===== config.mk =====
export PLATFORM = sky130hd
export DESIGN_NAME = puf_race_sequencer
export DESIGN_NICKNAME = d
export VERILOG_FILES = /design/src/rtl/puf_pkg.sv /design/src/rtl/puf_settle_timer.sv /design/src/rtl/puf_race_sequencer.sv
export SDC_FILE = /design/constraint.sdc
export NUM_CORES = 1
export LEC_CHECK = 0
export BUFFER_PORTS_ARGS = -buffer_cell sky130_fd_sc_hd__buf_2
export CAP_MARGIN = 10
export CORE_ASPECT_RATIO = 1.75
export CORE_MARGIN = 10
export CORE_UTILIZATION = 54
export CTS_CLUSTER_DIAMETER = 100
export DETAILED_ROUTE_END_ITERATION = 8
export PLACE_DENSITY_LB_ADDON = 0.25
export SETUP_SLACK_MARGIN = 0.1
export SYNTH_ARGS = -nofsm -noshare
export SYNTH_HDL_FRONTEND = slang
export SYNTH_SLANG_ARGS = --single-unit

===== constraint.sdc =====
create_clock -name clk -period 1.8 [get_ports clk]
set_input_delay 0.54 -clock clk [delete_from_list [all_inputs] [get_ports clk]]
set_output_delay 0.54 -clock clk [all_outputs]
set_load 0.1 [all_outputs]

===== src/rtl/puf_pkg.sv =====
// Shared types and constants for the race-arbiter PUF sequencers.
// The optional majority-vote mode is enabled by defining PUF_VOTE_EN.
package puf_pkg;

   typedef enum logic [2:0] {
      IDLE,
      LOAD,
      LAUNCH,
      SETTLE,
      CAPTURE,
      SAMPLE,
      DONE
   } puf_state_t;

   localparam int CHAL_W_DEF        = 8;
   localparam int RESP_BITS_DEF     = 16;
   localparam int SETTLE_CYCLES_DEF = 8;
   localparam int VOTE_N            = 3;

   // Counter width for a range of n values, never narrower than one bit.
   function automatic int cnt_width(input int n);
      return (n > 1) ? $clog2(n) : 1;
   endfunction

endpackage


===== src/rtl/puf_settle_timer.sv =====
// Loadable up/down counter with a terminal-count flag.
// Used to time the race settle window of the PUF sequencers.
module puf_settle_timer #(
   parameter int CNT_W = 3
) (
   input  logic             clk,
   input  logic             rst_n,
   input  logic             i_load,
   input  logic             i_en,
   input  logic             i_down,
   input  logic [CNT_W-1:0] i_load_val,
   input  logic [CNT_W-1:0] i_term,
   output logic             o_done
);

   logic [CNT_W-1:0] r_count;

   always_ff @(posedge clk) begin
      if (!rst_n) begin
         r_count <= '0;
      end else if (i_load) begin
         r_count <= i_load_val;
      end else if (i_en) begin
         r_count <= i_down ? (r_count - CNT_W'(1)) : (r_count + CNT_W'(1));
      end
   end

   assign o_done = (r_count == i_term);

endmodule


===== src/rtl/puf_race_sequencer.sv =====
// Drives a race-arbiter PUF cell bit by bit and returns the response word
// over a valid/ready handshake. Define PUF_VOTE_EN for 3-race majority voting.
module puf_race_sequencer
   import puf_pkg::*;
#(
   parameter int CHAL_W        = CHAL_W_DEF,
   parameter int RESP_BITS     = RESP_BITS_DEF,
   parameter int SETTLE_CYCLES = SETTLE_CYCLES_DEF
) (
   input  logic                 clk,
   input  logic                 rst_n,
   input  logic                 start,
   input  logic [CHAL_W-1:0]    challenge_seed,
   output logic                 busy,
   output logic [CHAL_W-1:0]    challenge,
   output logic                 race_launch,
   output logic                 arb_enable,
   input  logic                 arb_out,
   output logic [RESP_BITS-1:0] resp_data,
   output logic                 resp_valid,
   input  logic                 resp_ready
);

   localparam int BW = cnt_width(RESP_BITS);
   localparam int SW = cnt_width(SETTLE_CYCLES);
   localparam logic [BW-1:0] LAST_BIT    = BW'(RESP_BITS - 1);
   localparam logic [SW-1:0] SETTLE_TERM = SW'(SETTLE_CYCLES - 1);

   puf_state_t           r_state, w_state_nxt;
   logic [CHAL_W-1:0]    r_chal, w_chal_nxt;
   logic [BW-1:0]        r_bit, w_bit_nxt;
   logic [RESP_BITS-1:0] r_data, w_data_nxt;
   logic                 r_busy, w_busy_nxt;
   logic                 r_launch, w_launch_nxt;
   logic                 r_enable, w_enable_nxt;
   logic                 r_valid, w_valid_nxt;

   logic w_tmr_load, w_tmr_en, w_tmr_done;
   logic w_race_more, w_bit_val;

   assign w_tmr_load = (r_state == LAUNCH);
   assign w_tmr_en   = (r_state == SETTLE);

   puf_settle_timer #(
      .CNT_W (SW)
   ) u_settle_timer (
      .clk        (clk),
      .rst_n      (rst_n),
      .i_load     (w_tmr_load),
      .i_en       (w_tmr_en),
      .i_down     (1'b0),
      .i_load_val ('0),
      .i_term     (SETTLE_TERM),
      .o_done     (w_tmr_done)
   );

`ifdef PUF_VOTE_EN
   logic [1:0] r_vote_idx, w_vote_idx_nxt;
   logic [1:0] r_ones, w_ones_nxt, w_ones_sum;

   // The current sample is folded into the ones count before the vote is taken.
   assign w_ones_sum  = r_ones + {1'b0, arb_out};
   assign w_race_more = (r_vote_idx != 2'(VOTE_N - 1));
   assign w_bit_val   = (w_ones_sum >= 2'd2);

   always_comb begin
      w_vote_idx_nxt = r_vote_idx;
      w_ones_nxt     = r_ones;
      if (r_state == SAMPLE) begin
         if (w_race_more) begin
            w_vote_idx_nxt = r_vote_idx + 2'd1;
            w_ones_nxt     = w_ones_sum;
         end else begin
            w_vote_idx_nxt = 2'd0;
            w_ones_nxt     = 2'd0;
         end
      end
   end

   always_ff @(posedge clk) begin
      if (!rst_n) begin
         r_vote_idx <= 2'd0;
         r_ones     <= 2'd0;
      end else begin
         r_vote_idx <= w_vote_idx_nxt;
         r_ones     <= w_ones_nxt;
      end
   end
`else
   assign w_race_more = 1'b0;
   assign w_bit_val   = arb_out;
`endif

   // Outputs are next-state values so every port comes straight from a flop;
   // arb_enable rises entering LOAD and falls entering CAPTURE.
   always_comb begin
      w_state_nxt  = r_state;
      w_chal_nxt   = r_chal;
      w_bit_nxt    = r_bit;
      w_data_nxt   = r_data;
      w_busy_nxt   = r_busy;
      w_launch_nxt = 1'b0;
      w_enable_nxt = r_enable;
      w_valid_nxt  = r_valid;
      case (r_state)
         IDLE: begin
            if (start) begin
               w_chal_nxt   = challenge_seed;
               w_bit_nxt    = '0;
               w_busy_nxt   = 1'b1;
               w_enable_nxt = 1'b1;
               w_state_nxt  = LOAD;
            end
         end
         LOAD: begin
            w_launch_nxt = 1'b1;
            w_state_nxt  = LAUNCH;
         end
         LAUNCH: begin
            w_state_nxt = SETTLE;
         end
         SETTLE: begin
            if (w_tmr_done) begin
               w_enable_nxt = 1'b0;
               w_state_nxt  = CAPTURE;
            end
         end
         CAPTURE: begin
            w_state_nxt = SAMPLE;
         end
         SAMPLE: begin
            if (w_race_more) begin
               w_enable_nxt = 1'b1;
               w_state_nxt  = LOAD;
            end else begin
               w_data_nxt[r_bit] = w_bit_val;
               if (r_bit == LAST_BIT) begin
                  w_valid_nxt = 1'b1;
                  w_state_nxt = DONE;
               end else begin
                  w_bit_nxt    = r_bit + BW'(1);
                  w_chal_nxt   = r_chal + CHAL_W'(1);
                  w_enable_nxt = 1'b1;
                  w_state_nxt  = LOAD;
               end
            end
         end
         DONE: begin
            if (resp_ready) begin
               w_valid_nxt = 1'b0;
               w_busy_nxt  = 1'b0;
               w_state_nxt = IDLE;
            end
         end
         default: begin
            w_state_nxt = IDLE;
         end
      endcase
   end

   always_ff @(posedge clk) begin
      if (!rst_n) begin
         r_state  <= IDLE;
         r_chal   <= '0;
         r_bit    <= '0;
         r_data   <= '0;
         r_busy   <= 1'b0;
         r_launch <= 1'b0;
         r_enable <= 1'b0;
         r_valid  <= 1'b0;
      end else begin
         r_state  <= w_state_nxt;
         r_chal   <= w_chal_nxt;
         r_bit    <= w_bit_nxt;
         r_data   <= w_data_nxt;
         r_busy   <= w_busy_nxt;
         r_launch <= w_launch_nxt;
         r_enable <= w_enable_nxt;
         r_valid  <= w_valid_nxt;
      end
   end

   assign busy        = r_busy;
   assign challenge   = r_chal;
   assign race_launch = r_launch;
   assign arb_enable  = r_enable;
   assign resp_data   = r_data;
   assign resp_valid  = r_valid;

endmodule


Word level (Yosys, flattened, before mapping)
Index checks and enable logic that the tools add are counted.

Eq/ne operators: 13. $add $sub $neg: 3. Reduce and logical (&&, ||, !) cells: 12. Mux-type cells: 23. Order comparisons: 2. Bitwise operators: 1.

Operators with widths (number): case mux 3 bit (7 select lines) (1); bitwise mux 16 bit (1); 2-to-1 mux 8 bit (2); case mux 8 bit (2 select lines) (1); == test 3 bit (second input constant) (4); 2-to-1 mux 3 bit (4); AND reduction 3 bit (4); != test 2 bit (second input constant) (5); adder 8 x 1 -> 8 bit (second input constant) (1); 2-to-1 mux 4 bit (2); case mux 4 bit (2 select lines) (1); 2-to-1 mux 1 bit (7); == test 3 x 2 -> 1 bit (second input constant) (2); nonzero test 2 bit (3); less-than comparator 4 x 5 -> 1 bit (second input constant) (1); adder 4 x 1 -> 4 bit (second input constant) (1); demux 1 bit (select 4 bit) (1); == test 4 bit (second input constant) (1); >= comparator 4 x 1 -> 1 bit (second input constant) (1); case mux 1 bit (2 select lines) (2); AND reduction 4 bit (1); adder 3 x 1 -> 3 bit (second input constant) (1); == test 3 x 1 -> 1 bit (second input constant) (1); logical NOT 3 bit (1); 5 further kinds (5).

Bits in registers: 38. Logic and storage cells: 63.

Logic depth before layout (Yosys ltp)
Gate-level depths: netlist of run 1.

Depth after elaboration: 5. Mapped depth: 7. Gate-level depth less buffers: 6.

Hierarchy
From an unflattened synthesis of run 1, not the netlist that was laid out.

Cells, all modules: 243. Area, all modules: 2073.2 um^2.

By module, submodules not included: puf_race_sequencer (area an instance 1861.8 um^2, times used 1, cells an instance 218); puf_settle_timer (area an instance 211.5 um^2, times used 1, cells an instance 25).

Worst setup path before layout of run 1
Ideal clock, no wire load.

Path type: reg-to-reg. Start: register r_chal[0], in the netlist challenge[0]. End: register r_chal[6], in the netlist challenge[6]. Path buffers: 0. Data required time: 1.680 ns. Slack: -0.373 ns. Arrival time: 2.054 ns. Stages on the path, launching flop included: 6. Library setup time: 0.120 ns. Path through: dfxtp_1 > ha_1 > nand4_1 > o21ai_0 > a21boi_2 > o31a_1.

Longest elaborated chain between the ends: 3.

RTL lines: start: declaration (RTL line puf_race_sequencer.sv:30) `logic [CHAL_W-1:0] r_chal, w_chal_nxt;`; start signal: assignment (RTL line puf_race_sequencer.sv:173) `r_chal <= w_chal_nxt;`; adder 8 x 1 -> 8 bit (RTL line puf_race_sequencer.sv:142) `w_chal_nxt = r_chal + CHAL_W'(1);`; 2-to-1 mux 8 bit (RTL line puf_race_sequencer.sv:137) `if (r_bit == LAST_BIT) begin`; case mux 8 bit (2 select lines) (RTL line puf_race_sequencer.sv:105) `case (r_state)`.

Every way passes these cells. The select of a mux whose other input is x is not followed. A chain may end at the register's enable or synchronous reset.

Worst setup path in the final report of run 1
Start: register r_chal[2], in the netlist challenge[2]. End: output port challenge[2].

RTL lines: end: declaration (RTL line puf_race_sequencer.sv:15) `output logic [CHAL_W-1:0] challenge,`.

No word-level cell between the ends.

==> results.yml, run 1 <==
setup_path:
  crit_path_end_kind: "output pin"
  crit_path_max_incr_delay_ns: 0.44
  critical-path-slowest-cell: "buf_2"
  timing.critical_path.max_delay_family: "buffers and inverters"
  critical_path_peak_fanout: 7
  critical_path_startpoint_category: "register"
  path_cells: "buf_2"
  timing.critical_path.arrival_ns: 1.12
  timing.critical_path.buf_inv: 1
  required_ns: 1.26
  critical_path_class: "register to output pin"
logic_synthesis:
  synth_net_count: 248
  synth.ff_latch_count: 38
  post-synth-top-area-cell: "dfxtp_1"
  syn-cell-area_um2: 1970
  synth-async-reset-ratio: 0
  synth_commonest_cells: "dfxtp_1, nand3_1, nand2_1"
  synth_cells: 228
  netlist-cell-type-count: 42
  yosys.cell_count.top_type: "dfxtp_1"
  yosysWarningCount: 0
  synth_sequential_area_ratio: 0.386
  synth_top_cell_area_share: 0.386
  synth_flop_cell: "dfxtp_1"
  synth-edff-count: 0
  synth_top_cells_by_area: "dfxtp_1, mux2i_1, nand3_1, nor2b_1, ha_1"
  synthesis.area_per_instance_um2: 8.64
route:
  drt_wl_total_mm: 4.58
  routed_via_density: 5.47
  final_antenna_net_count: 0
  routedWlPerCell_um: 14.4
  drt_first_pass_iters: 4
  remaining_drc_errors: 0
  route.vias.total: 1735
  drtIter0Drc: 83
pwr:
  clkPwrFrac: 0.268
  power_frac_comb: 0.296
  power.total_mw: 2.23
  total_switching_power_mw: 0.834
  powerDensity_nw_per_um2: 953
  switching_share: 0.373
  ir_worst_vdd_mv: 0.747
  power.static_leakage_nw: 1.10
  p_int_mw: 1.40
  p_seq_frac: 0.436
die:
  die-height_um: 99.9
  die_w_um: 65.7
  core_area_um2: 3590
  initial_core_util: 0.549
  placementRows: 29
  fp.dieArea_um2: 6560
  num_io_pins: 41
place:
  dp.cells: 309
  globalplace.congestion: 0.849
  place.port_buffers: 40
  dpl-instance-area_um2: 2250
  detailedPlacementHpwl_mm: 3.41
  place_worst_setup_slack_ns: -0.0338
finish:
  n_antenna_cell: 0
  multi_input_comb_area_um2: 1110
  areaGrowthSynthToFinish_pct: 19.0
  layout.core_utilization: 0.653
  area.sequential_um2: 774
  fill_cells: 316
  drive_above_1_share: 0.269
  layout.cell_area.non_filler_um2: 2340
  post_layout_nonfiller_instances: 317
  final_nets: 290
sta:
  max_freq_mhz: 603
  drv_slew: 0
  rsz0062_at_grt: "yes"
  max_slew_margin: 0.674
  finalSetupViolCount: 0
  max_slew.worst_pin.slew_ns: 0.492
  min_period_over_period: 0.921
  setup_total_negative_slack_ns: 0
  hold_viol_final: 0
  timing.final.crit_period_ns: 1.66
  setup_ws_ns: 0.143
  final.setup_skew_ns: 0.00858
  holdWs_ns: 0.466
clock_network:
  clock_latency_ns: 0.29
  cts_inserted_buffers: 5
  cts_num_sinks: 38
  clk_pin_slew_ns: 0.08
  cts_repair_resize_count: 0
  holdBufCountCts: 0
  cts.htree.levels: 2
  clock_tree.root_cell: "clkbuf_8"
  post_cts.repair.setup_buffers: 0
  clock_path_buffers: 2
  tritoncts: "yes"
global_routing:
  grt_overflow: 0
  grt_pass1_vias: 1685
  grt_usage: 0.141
  grt_start_max_net_pins: 29
  global_route_wire_length_before_repair_mm: 7.57
  antenna_found_initial: 0
flow_run:
  maxCapViolations: 0
outcome:
  outcome: "finished clean"
min_path:
  min_path_type: "register to register"
==> state kept, by name (all words and copies together), names as in the netlist <==
name and flops:
arb_enable 1, challenge 8, resp_data 16, resp_valid 1, race_launch 1, r_state 3
busy 1, u_settle_timer.r_count 3, r_bit 4
==> final cells by class <==
class | count | area share
flip-flops and latches | 38 | 0.330
repair buffers | 52 | 0.124
multi-input cells | 168 | 0.474
clock inverters | 1 | 0.00213
inverters | 5 | 0.00800
well taps | 46 | 0.0245
clock buffers | 7 | 0.0368
==> layer usage <==
metal	GRT usage	routed length, um
met3	0.0457	228
met4	0.0497	63
met5	0	0
met1	0.146	1880
met2	0.252	2410
==> cell usage in the layout, fill, tap and decap left out, types with 2 or more instances in the layout <==
master	count
a21boi_0	4
a21oi_1	8
a21oi_2	2
and2_1	4
and3_1	2
buf_2	40
buf_4	12
clkbuf_8	6
dfxtp_1	31
dfxtp_2	5
dfxtp_4	2
ha_1	7
inv_1	5
mux2i_1	16
nand2_1	22
nand3_1	25
nand4_1	4
nor2_1	8
nor2b_1	19
nor3_1	2
nor3b_1	3
o211a_1	4
o211ai_1	2
o21ai_0	12
o21ai_1	3
o31a_1	2
or3_1	2
==> worst paths after layout <==
kind	end	slack [ns]	from	cells past startpoint
setup / recovery	challenge[2]	0.14	challenge[2]	1
hold / removal	u_settle_timer.r_count[1]	0.47	u_settle_timer.r_count[1]	2
setup reg to reg	challenge[6]	0.16	r_bit[0]	5
hold reg to reg	u_settle_timer.r_count[1]	0.47	u_settle_timer.r_count[1]	2
==> power groups by stage <==
| stage | clock [mW] | combinational [mW] | sequential [mW] |
|---|---|---|---|
| 2_1_floorplan | 0 | 0.284 | 1.24 |
| 3_3_place_gp | 0 | 0.650 | 0.992 |
| 3_5_place_dp | 0 | 0.656 | 0.992 |
| 4_1_cts | 0.618 | 0.659 | 0.972 |
| 5_1_grt | 0.646 | 0.705 | 0.984 |
| 6_report | 0.598 | 0.661 | 0.974 |
==> cells by family after synthesis <==
family / Yosys count / synth area share
buf+inv: 22 / 0.0533
xor+xnor: 1 / 0.00445
mux: 16 / 0.0813
fa+ha+maj: 7 / 0.0444
compound gates: 44 / 0.151
flops: 38 / 0.386
simple gates: 100 / 0.279
Power figures use the tool's default switching activity.
==> run 2: changes to the inputs <==
Settings changed: RECOVER_POWER set to 50.
==> run 2 against run 1 <==
Routed wire length is 0.15% higher. Combinational power decreased by 2%. Clock power hardly changed. Sequential power is essentially flat. Largest cell class unchanged.
==> results.yml, run 2 (same netlist as run 1, synthesis figures left out) <==
outcome:
  outcome: "finished clean"
global_routing:
  grt_usage: 0.141
  grt_pass1_vias: 1685
  grt_overflow: 0
  global_route_wire_length_before_repair_mm: 7.57
  antenna_found_initial: 0
  grt_start_max_net_pins: 29
finish:
  layout.core_utilization: 0.650
  mostFrequentLayoutCell: "buf_2"
  largest_register_ffs: 16
  drive_above_1_share: 0.262
  layout_common_cells: "buf_2, dfxtp_1, nand3_1"
  areaGrowthSynthToFinish_pct: 18.5
  final_nets: 290
  post_layout_nonfiller_instances: 317
  area.sequential_um2: 774
  n_antenna_cell: 0
  fill_cells: 321
  multi_input_comb_area_um2: 1110
clock_network:
  clock_tree.root_cell: "clkbuf_8"
  cts_inserted_buffers: 5
  cts_num_sinks: 38
  clk_pin_slew_ns: 0.08
  cts.htree.levels: 2
  holdBufCountCts: 0
  tritoncts: "yes"
  post_cts.repair.setup_buffers: 0
  clock_latency_ns: 0.29
  clock_path_buffers: 2
sta:
  holdWs_ns: 0.466
  timing.final.crit_period_ns: 1.66
  final.setup_skew_ns: 0.00837
  finalSetupViolCount: 0
  hold_viol_final: 0
  max_slew_margin: 0.640
  min_period_over_period: 0.921
  max_slew.worst_pin.slew_ns: 0.542
  rsz0062_at_grt: "yes"
  max_freq_mhz: 603
  drv_slew: 0
setup_path:
  critical_path_startpoint_category: "register"
  timing.critical_path.buf_inv: 1
  critical-path-slowest-cell: "buf_2"
  path_cells: "buf_2"
  required_ns: 1.26
  critical_path_class: "register to output pin"
  crit_path_end_kind: "output pin"
  critical_path_peak_fanout: 6
  crit_path_max_incr_delay_ns: 0.44
  timing.critical_path.arrival_ns: 1.12
  timing.critical_path.max_delay_family: "buffers and inverters"
pwr:
  ir_worst_vdd_mv: 0.747
  power.static_leakage_nw: 1.09
  power.total_mw: 2.22
  powerDensity_nw_per_um2: 952
route:
  drt_first_pass_iters: 4
  drt_wl_total_mm: 4.58
  drtIter0Drc: 95
  final_antenna_net_count: 0
  routedWlPerCell_um: 14.5
  routed_via_density: 5.50
  route.vias.total: 1743
  remaining_drc_errors: 0
die:
  die_w_um: 65.7
  num_io_pins: 41
  die-height_um: 99.9
  initial_core_util: 0.549
  core_area_um2: 3590
  fp.dieArea_um2: 6560
  placementRows: 29
min_path:
  min_path_type: "register to register"
place:
  place.port_buffers: 40
  dp.cells: 309
  detailedPlacementHpwl_mm: 3.41
  globalplace.congestion: 0.849
flow_run:
  maxCapViolations: 0
==> run 2: cell count changes in the layout (fill, tap and decap cells not counted) <==
cell      delta
and2_0       +2
and2_1       -2
buf_2        -2
buf_4        -3
clkbuf_1     +2
clkbuf_2     +3
o21ai_0      +1
o21ai_1      -1
==> run 2: power breakdown <==
group | leakage [nW] | internal [mW] | switching (mW)
logic | 0.725 | 0.174 | 0.476
registers | 0.312 | 0.905 | 0.0685
clock network | 0.0482 | 0.309 | 0.289
==> run 2: final cells by class <==
type                       count  area share
multi-input combinational    168       0.476
sequential                    38       0.332
timing repair buffer          52       0.120
clock buffer                   7      0.0370
tap                           46      0.0247
inverter                       5     0.00804
clock inverter                 1     0.00214
==> run 2: final timing paths <==
check | slack, ns | cells after the start | end | startpoint
hold reg to reg | 0.47 | 2 | u_settle_timer.r_count[1] | u_settle_timer.r_count[1]
hold / removal | 0.47 | 2 | u_settle_timer.r_count[1] | u_settle_timer.r_count[1]
setup reg to reg | 0.14 | 5 | challenge[6] | r_bit[0]
setup / recovery | 0.14 | 1 | challenge[3] | challenge[3]
==> run 2: repair_timing <==
item	in CTS	in global routing
gates resized for setup	0	2
endpoints found under the hold margin	0	0
endpoints found under the setup margin	0	6
==> run 2: tightest hold or removal path, stage by stage, from the launching register on <==
cell,delay [ns]
dfxtp_1,0.31
nand2_1,0.05
a21boi_0,0.06
==> run 2: metrics by stage <==
| stage | instance area (um2) | TNS (ns) | setup WS [ns] |
|---|---|---|---|
| 2_1_floorplan | 1980 | 0 | 0.174 |
| 3_3_place_gp | 2250 | 0 | 0.000458 |
| 3_5_place_dp | 2250 | -0.0607 | -0.0338 |
| 4_1_cts | 2340 | 0 | 0.107 |
| 5_1_grt | 2330 | 0 | 0.0480 |
| 6_report | 2330 | 0 | 0.142 |
==> run 2: layer usage <==
layer	track usage	part of all wire	vias to the layer above
li1	-	-	882
met1	0.146	0.41	822
met2	0.252	0.53	33
met3	0.0457	0.048	6
met4	0.0497	0.014	0
met5	0	0	-
